$ cat src/rtl/uart_pkg.sv
// uart_pkg: shared definitions for the parametrised UART.
//   - parity mode encodings (PAR_NONE / PAR_ODD / PAR_EVEN)
//   - TX and RX FSM state encodings
//   - OVERSAMPLE: tick16 periods per bit
//   - calc_div(): rounded clk-per-tick16 divisor, never below 1
package uart_pkg;

   localparam int OVERSAMPLE = 16;

   localparam int PAR_NONE = 0;
   localparam int PAR_ODD  = 1;
   localparam int PAR_EVEN = 2;

   typedef enum logic [2:0] {
      TX_IDLE, TX_START, TX_DATA, TX_PARITY, TX_STOP
   } tx_state_e;

   typedef enum logic [2:0] {
      RX_IDLE, RX_START, RX_DATA, RX_PARITY, RX_STOP, RX_WAIT_HIGH
   } rx_state_e;

   // round(clk_hz / (baud * OVERSAMPLE)), clamped to at least 1
   function automatic int calc_div(input int clk_hz, input int baud);
      longint d;
      d = (longint'(clk_hz) + longint'(baud) * OVERSAMPLE / 2)
          / (longint'(baud) * OVERSAMPLE);
      if (d < 1) d = 1;
      return int'(d);
   endfunction

endpackage

$ cat src/rtl/uart_core_param_baud_gen.sv
// uart_baud_gen: tick16 divisor counter.
//   clk, rst (sync, active-low), restart (sync: counter back to 0)
//   tick: one-cycle pulse when the counter sits at DIV-1
module uart_baud_gen #(
   parameter int DIV = 27
) (
   input  logic clk,
   input  logic rst,
   input  logic restart,
   output logic tick
);
   localparam int CW = (DIV > 1) ? $clog2(DIV) : 1;
   localparam logic [CW-1:0] LAST = CW'(DIV - 1);

   logic [CW-1:0] cnt;

   always_ff @(posedge clk) begin
      if (!rst || restart || cnt == LAST) cnt <= '0;
      else                                cnt <= cnt + 1'b1;
   end

   assign tick = (cnt == LAST);

endmodule

$ cat src/rtl/uart_core_param.sv
// uart_core_param: parametrised full-duplex UART (CLK_HZ, BAUD, DATA_BITS 5..9,
// STOP_BITS 1/2, PARITY 0 none / 1 odd / 2 even).
//   clk, rst (sync, active-low)
//   tx_valid/tx_data/tx_ready : transmit handshake; TxD serial out (idle high)
//   RxD : async serial in; rx_valid pulse with rx_data, rx_parity_err,
//         rx_frame_err (held until the next frame)
//   rx_idle : line high for 16+ bit times; rx_endofpacket : pulse when
//         rx_idle rises after at least one frame
// Optional macro UART_LOOPBACK_EN adds input loopback: RX listens to the
// internal TX line and the TxD pin is held high.
module uart_core_param
   import uart_pkg::*;
#(
   parameter int CLK_HZ    = 50000000,
   parameter int BAUD      = 115200,
   parameter int DATA_BITS = 8,
   parameter int STOP_BITS = 1,
   parameter int PARITY    = 0
) (
   input  logic                 clk,
   input  logic                 rst,
   input  logic                 tx_valid,
   input  logic [DATA_BITS-1:0] tx_data,
   output logic                 tx_ready,
   output logic                 TxD,
   input  logic                 RxD,
`ifdef UART_LOOPBACK_EN
   input  logic                 loopback,
`endif
   output logic                 rx_valid,
   output logic [DATA_BITS-1:0] rx_data,
   output logic                 rx_parity_err,
   output logic                 rx_frame_err,
   output logic                 rx_idle,
   output logic                 rx_endofpacket
);
   localparam int         DIV       = calc_div(CLK_HZ, BAUD);
   localparam logic [3:0] LAST_DATA = 4'(DATA_BITS - 1);
   localparam logic [3:0] LAST_STOP = 4'(STOP_BITS - 1);
   localparam logic       PAR_INV   = (PARITY == PAR_ODD);

   // ---------------- transmitter ----------------
   tx_state_e            tx_state, tx_state_nxt;
   logic [3:0]           tx_phase, tx_cnt;
   logic [DATA_BITS-1:0] tx_sh;
   logic                 tx_par, txd_r, txd_nxt;
   logic                 tx_tick, tx_accept, tx_bit_done;
   logic                 tx_shift, tx_cnt_clr, tx_cnt_inc;

   assign tx_ready    = (tx_state == TX_IDLE);
   assign tx_accept   = tx_valid && tx_ready;
   assign tx_bit_done = tx_tick && (tx_phase == 4'd15);

   // restart on accept so the start bit is exactly one bit time long
   uart_baud_gen #(.DIV(DIV)) u_tx_baud (
      .clk(clk), .rst(rst), .restart(tx_accept), .tick(tx_tick)
   );

   always_comb begin
      tx_state_nxt = tx_state;
      txd_nxt      = txd_r;
      tx_shift     = 1'b0;
      tx_cnt_clr   = 1'b0;
      tx_cnt_inc   = 1'b0;
      case (tx_state)
         TX_IDLE: begin
            txd_nxt = 1'b1;
            if (tx_valid) begin
               tx_state_nxt = TX_START;
               txd_nxt      = 1'b0;
            end
         end
         TX_START: if (tx_bit_done) begin
            tx_state_nxt = TX_DATA;
            txd_nxt      = tx_sh[0];
            tx_cnt_clr   = 1'b1;
         end
         TX_DATA: if (tx_bit_done) begin
            tx_shift = 1'b1;
            if (tx_cnt == LAST_DATA) begin
               tx_cnt_clr = 1'b1;
               if (PARITY != PAR_NONE) begin
                  tx_state_nxt = TX_PARITY;
                  txd_nxt      = tx_par;
               end else begin
                  tx_state_nxt = TX_STOP;
                  txd_nxt      = 1'b1;
               end
            end else begin
               tx_cnt_inc = 1'b1;
               txd_nxt    = tx_sh[1];   // next bit after this shift
            end
         end
         TX_PARITY: if (tx_bit_done) begin
            tx_state_nxt = TX_STOP;
            txd_nxt      = 1'b1;
            tx_cnt_clr   = 1'b1;
         end
         TX_STOP: if (tx_bit_done) begin
            if (tx_cnt == LAST_STOP) tx_state_nxt = TX_IDLE;
            else                     tx_cnt_inc   = 1'b1;
         end
         default: begin
            tx_state_nxt = TX_IDLE;
            txd_nxt      = 1'b1;
         end
      endcase
   end

   always_ff @(posedge clk) begin
      if (!rst) begin
         tx_state <= TX_IDLE;
         txd_r    <= 1'b1;
         tx_phase <= '0;
         tx_cnt   <= '0;
         tx_sh    <= '0;
         tx_par   <= 1'b0;
      end else begin
         tx_state <= tx_state_nxt;
         txd_r    <= txd_nxt;
         if (tx_accept) begin
            tx_sh    <= tx_data;
            tx_par   <= (^tx_data) ^ PAR_INV;
            tx_phase <= '0;
            tx_cnt   <= '0;
         end else begin
            if (tx_tick)         tx_phase <= tx_phase + 1'b1;
            if (tx_shift)        tx_sh    <= tx_sh >> 1;
            if (tx_cnt_clr)      tx_cnt   <= '0;
            else if (tx_cnt_inc) tx_cnt   <= tx_cnt + 1'b1;
         end
      end
   end

   // ---------------- line routing ----------------
   logic rx_line;
`ifdef UART_LOOPBACK_EN
   assign rx_line = loopback ? txd_r : RxD;
   assign TxD     = loopback ? 1'b1  : txd_r;
`else
   assign rx_line = RxD;
   assign TxD     = txd_r;
`endif

   // ---------------- receiver ----------------
   rx_state_e            rx_state, rx_state_nxt;
   logic                 sync1, rxs;
   logic [3:0]           rx_phase, rx_cnt;
   logic [DATA_BITS-1:0] rx_sh;
   logic                 perr_acc, ferr_acc, got_frame;
   logic [4:0]           idle_cnt;
   logic                 rx_tick, start_det, mid_smp, bit_smp;
   logic                 rx_shift, rx_cnt_clr, rx_cnt_inc, rx_phase_clr;
   logic                 par_chk, stop_chk, rx_done, eop_fire;

   assign start_det = (rx_state == RX_IDLE) && !rxs;
   assign mid_smp   = rx_tick && (rx_phase == 4'd7);
   assign bit_smp   = rx_tick && (rx_phase == 4'd15);
   assign eop_fire  = !start_det && (idle_cnt == 5'd16) && !rx_idle && got_frame;

   uart_baud_gen #(.DIV(DIV)) u_rx_baud (
      .clk(clk), .rst(rst), .restart(start_det), .tick(rx_tick)
   );

   always_comb begin
      rx_state_nxt = rx_state;
      rx_shift     = 1'b0;
      rx_cnt_clr   = 1'b0;
      rx_cnt_inc   = 1'b0;
      rx_phase_clr = 1'b0;
      par_chk      = 1'b0;
      stop_chk     = 1'b0;
      rx_done      = 1'b0;
      case (rx_state)
         RX_IDLE: if (!rxs) begin
            rx_state_nxt = RX_START;
            rx_phase_clr = 1'b1;
            rx_cnt_clr   = 1'b1;
         end
         // mid-start resample; realign phase so later samples land mid-bit
         RX_START: if (mid_smp) begin
            rx_state_nxt = rxs ? RX_IDLE : RX_DATA;
            rx_phase_clr = 1'b1;
         end
         RX_DATA: if (bit_smp) begin
            rx_shift = 1'b1;
            if (rx_cnt == LAST_DATA) begin
               rx_cnt_clr   = 1'b1;
               rx_state_nxt = (PARITY != PAR_NONE) ? RX_PARITY : RX_STOP;
            end else begin
               rx_cnt_inc = 1'b1;
            end
         end
         RX_PARITY: if (bit_smp) begin
            par_chk      = 1'b1;
            rx_state_nxt = RX_STOP;
         end
         RX_STOP: if (bit_smp) begin
            stop_chk = 1'b1;
            if (rx_cnt == LAST_STOP) begin
               rx_done      = 1'b1;
               rx_phase_clr = 1'b1;
               // a low stop bit may be a break: wait for the line to recover
               rx_state_nxt = (ferr_acc || !rxs) ? RX_WAIT_HIGH : RX_IDLE;
            end else begin
               rx_cnt_inc = 1'b1;
            end
         end
         RX_WAIT_HIGH: if (rxs) rx_state_nxt = RX_IDLE;
         default: rx_state_nxt = RX_IDLE;
      endcase
   end

   always_ff @(posedge clk) begin
      if (!rst) begin
         rx_state       <= RX_IDLE;
         sync1          <= 1'b1;
         rxs            <= 1'b1;
         rx_phase       <= '0;
         rx_cnt         <= '0;
         rx_sh          <= '0;
         perr_acc       <= 1'b0;
         ferr_acc       <= 1'b0;
         got_frame      <= 1'b0;
         idle_cnt       <= '0;
         rx_valid       <= 1'b0;
         rx_data        <= '0;
         rx_parity_err  <= 1'b0;
         rx_frame_err   <= 1'b0;
         rx_idle        <= 1'b0;
         rx_endofpacket <= 1'b0;
      end else begin
         rx_state <= rx_state_nxt;
         sync1    <= rx_line;
         rxs      <= sync1;

         if (rx_phase_clr) rx_phase <= '0;
         else if (rx_tick) rx_phase <= rx_phase + 1'b1;

         if (rx_cnt_clr)      rx_cnt <= '0;
         else if (rx_cnt_inc) rx_cnt <= rx_cnt + 1'b1;

         if (rx_shift) rx_sh <= {rxs, rx_sh[DATA_BITS-1:1]};

         if (start_det) begin
            perr_acc <= 1'b0;
            ferr_acc <= 1'b0;
         end else begin
            if (par_chk)          perr_acc <= (rxs != ((^rx_sh) ^ PAR_INV));
            if (stop_chk && !rxs) ferr_acc <= 1'b1;
         end

         rx_valid <= rx_done;
         if (rx_done) begin
            rx_data       <= rx_sh;
            rx_parity_err <= perr_acc;
            rx_frame_err  <= ferr_acc || !rxs;
         end

         // idle bit-time counter, using the free-running RX phase in IDLE
         if (rx_state != RX_IDLE || !rxs)          idle_cnt <= '0;
         else if (bit_smp && idle_cnt != 5'd16)    idle_cnt <= idle_cnt + 1'b1;

         if (start_det)               rx_idle <= 1'b0;
         else if (idle_cnt == 5'd16)  rx_idle <= 1'b1;

         rx_endofpacket <= eop_fire;
         if (rx_done)       got_frame <= 1'b1;
         else if (eop_fire) got_frame <= 1'b0;
      end
   end

endmodule

$ cat config.mk
export PLATFORM = sky130hd
export DESIGN_NAME = uart_core_param
export DESIGN_NICKNAME = d
export VERILOG_FILES = /design/src/rtl/uart_pkg.sv /design/src/rtl/uart_core_param_baud_gen.sv /design/src/rtl/uart_core_param.sv
export SDC_FILE = /design/constraint.sdc
export NUM_CORES = 1
export LEC_CHECK = 0
export ABC_AREA = 0
export CAP_MARGIN = 0
export CORE_MARGIN = 2
export CORE_UTILIZATION = 30
export CTS_BUF_LIST = sky130_fd_sc_hd__clkbuf_2
export DETAILED_ROUTE_END_ITERATION = 8
export GPL_TIMING_DRIVEN = 0
export PLACE_DENSITY = 0.54
export SYNTH_ARGS = -nofsm -noshare
export SYNTH_HDL_FRONTEND = slang
export SYNTH_SLANG_ARGS = --single-unit
export TNS_END_PERCENT = 1
$ cat constraint.sdc
create_clock -name clk -period 6.15 [get_ports clk]
set_input_delay 1.23 -clock clk [delete_from_list [all_inputs] [get_ports clk]]
set_output_delay 1.23 -clock clk [all_outputs]
set_load 0.02 [all_outputs]
==> flow_summary.ini <==
[status]
status = finished, violations left
violations = design-rule violations

[timing]
fmax_mhz = 309.7
fin_crit_sh_pct = 52.51
hold_viol_final = 0
setup_viol = 0
slew_violations = 0
max_slew_margin_pct = 41.04
grt_setup_unrepaired = false
fin_crit_ns = 3.229
fin_skew_ns = 0.02916
worstMarginPinSlew_ns = 0.8752
timing.setup.tns_ns = 0

[routing]
detail_route.first_pass.iterations = 6
vias = 2802
wl_um = 7538
post-route-drc-count = 1
ant_nets = 0
drt_iter0_drc = 100
vias_per_cell = 4.907
avgRoutedWirePerCell_um = 13.20

[cells_and_area]
drive_above_1_share_pct = 7.710
multi_input_area_um2 = 1981
fill_cells = 1165
syn_to_final_growth_pct = 18.04
n_antenna_cell = 0
regArea_um2 = 1441
nNetsFinal = 447
postLayoutCellArea_um2 = 4217
final_util_pct = 36.61

[synth]
async_flop_share_pct = 0
synth_seq_cells = 72
synth.cell_area_um2 = 3572
yosys-top-cells-count = dfxtp_1, nor2_1, mux2i_1, nor2b_1, o21ai_0
synth_nets = 410
yosysSeqAreaShare_pct = 40.35
yosysWarnings = 0
ys_top_cells_by_area = dfxtp_1, mux2i_1, nor2b_1
yosysMostFrequentCell = dfxtp_1
synth_largest_area_cell = dfxtp_1
yosysTopAreaCellShare_pct = 40.35
synth_area_per_cell_um2 = 9.254
synth.distinct_cells = 57
synth_edf_count = 0
synth_ff_type = dfxtp_1
syn-instance-count = 386

[clock_network]
h-tree-depth = 3
cts-resized-gates = 0
clockRootBuffer = clkbuf_2
cts_setup_buffers = 0
cts.reportedPaths.clkPinSlew_ns = 0.20
ctsHoldBuffers = 0
clock-sinks = 72
cts_tree = done
numCtsBuffers = 9
clock_path_buffers = 2
insertion_delay_ns = 0.48

[global_route]
grt_pass1_wl_um = 13010
grt_pass1_vias = 2726
antenna_found_initial = 0
grt.total_usage_pct = 12.36
grt_max_degree = 13
grt_overflow = 0

[setup_path]
critPathMaxStageDelay_ns = 0.65
path_class = register to output port
critPathMaxFanout = 10
critPathLaunchType = register
crit_arrival_ns = 2.00
path_cells = clkbuf_1 -> nor3_1 -> clkdlybuf4s50_1
end_kind = output port
crit_slowest_cell = clkdlybuf4s50_1
crit_required_ns = 4.92

[floorplanning]
initial_utilization_pct = 31.02
dieWidth_um = 113.1
pin_count = 27
floorplan.rows = 39
die_y_um = 113.1
die_area_um2 = 12800
core_area_um2 = 11520

[placed_design]
io_buffers = 26
gp_congestion = 0.8487
dp_hpwl_um = 5412
place_area_um2 = 4011

[power_and_ir_drop]
p_per_area_nw_per_um2 = 229.6
leakagePower_nw = 1.499
vdd.ir_drop.worst_mv = 0.1044

[run]
cap_violations = 0

[hold_path]
hold_class = register to register
[state kept, by name, summed over array words and instances (netlist names), 4 cells and up]
| signal | flops |
|---|---|
| rx_data | 8 |
| rx_sh | 8 |
| tx_sh | 8 |
| idle_cnt | 5 |
| u_rx_baud.cnt | 5 |
| u_tx_baud.cnt | 5 |
| rx_cnt | 4 |
| rx_phase | 4 |
| tx_cnt | 4 |
| tx_phase | 4 |
[through the flow]
stage,hold slack (ns),worst slack [ns],power [mW],cells
2_1_floorplan,0.3863,3.720,0.5309,386
3_3_place_gp,0.3925,2.867,0.5528,555
3_5_place_dp,0.3969,2.833,0.5538,555
4_1_cts,0.4519,2.855,0.9834,571
5_1_grt,0.4865,2.784,1.009,571
6_report,0.4447,2.921,0.9683,571
[logic make-up after synthesis]
kind of cell | share of synthesized area [%]
AO/OA/AOI/OAI | 12.89
XOR/XNOR | 6.270
adder cells (fa/ha/maj) | 4.203
buffers and inverters | 4.203
flip-flops | 40.35
multiplexers | 8.161
AND/OR/NAND/NOR | 23.92
[cell usage in the layout, fill, tap and decap left out, types with 9 or more instances in the layout]
cell             synthesis  routed
nand3_1                 18      18
clkbuf_2                 0      10
mux2i_1                 28      28
nor2_1                  31      31
inv_1                   15      15
nand2_1                 18      18
xnor2_1                 14      14
a21oi_1                 16      16
xor2_1                   9       9
clkbuf_1                13      13
dfxtp_1                 72      72
o21ai_0                 20      20
clkdlybuf4s50_1          0      26
nor2b_1                 25      25
ha_1                    12      12
[power by group]
group	leakage, nW	switching [mW]	internal (mW)
Sequential	0.583	0.00618	0.477
Combinational	0.800	0.0324	0.0290
Clock	0.116	0.166	0.258
[worst max-delay path, delay by kind of cell, from the launching register on]
kind	cells	cell delay [ns]
flops	1	0.37
buf+inv	2	0.86
simple gates	1	0.30
[path summary, 6_finish.rpt]
kind / slack [ns] / cells past startpoint / end / from
setup / recovery: 2.92 / 3 / tx_ready / tx_state[0]$_SDFFE_PN0P_
hold / removal: 0.44 / 1 / rxs$_SDFF_PN1_ / sync1$_SDFF_PN1_
setup reg to reg: 3.82 / 7 / rx_data[6]$_SDFFE_PN0P_ / rx_cnt[0]$_SDFFE_PP0P_
hold reg to reg: 0.44 / 1 / rxs$_SDFF_PN1_ / sync1$_SDFF_PN1_
[per-layer routing]
layer  routed length [um]  up-vias  GRT usage (%)
li1                     -     1445              -
met1                 4003     1312          17.18
met2                 3229       38          18.96
met3                  201        7          2.303
met4                  103        0          4.878
met5                    0        -              0
[final cells by class]
cell class	count	area share, %
inverter	15	1.335
sequential	72	34.18
clock inverter	6	3.680
multi-input combinational	278	46.97
buffer	21	2.226
clock buffer	10	1.187
timing repair buffer	26	6.172
tap	143	4.243
No activity file was read; power rests on OpenSTA's default activity.
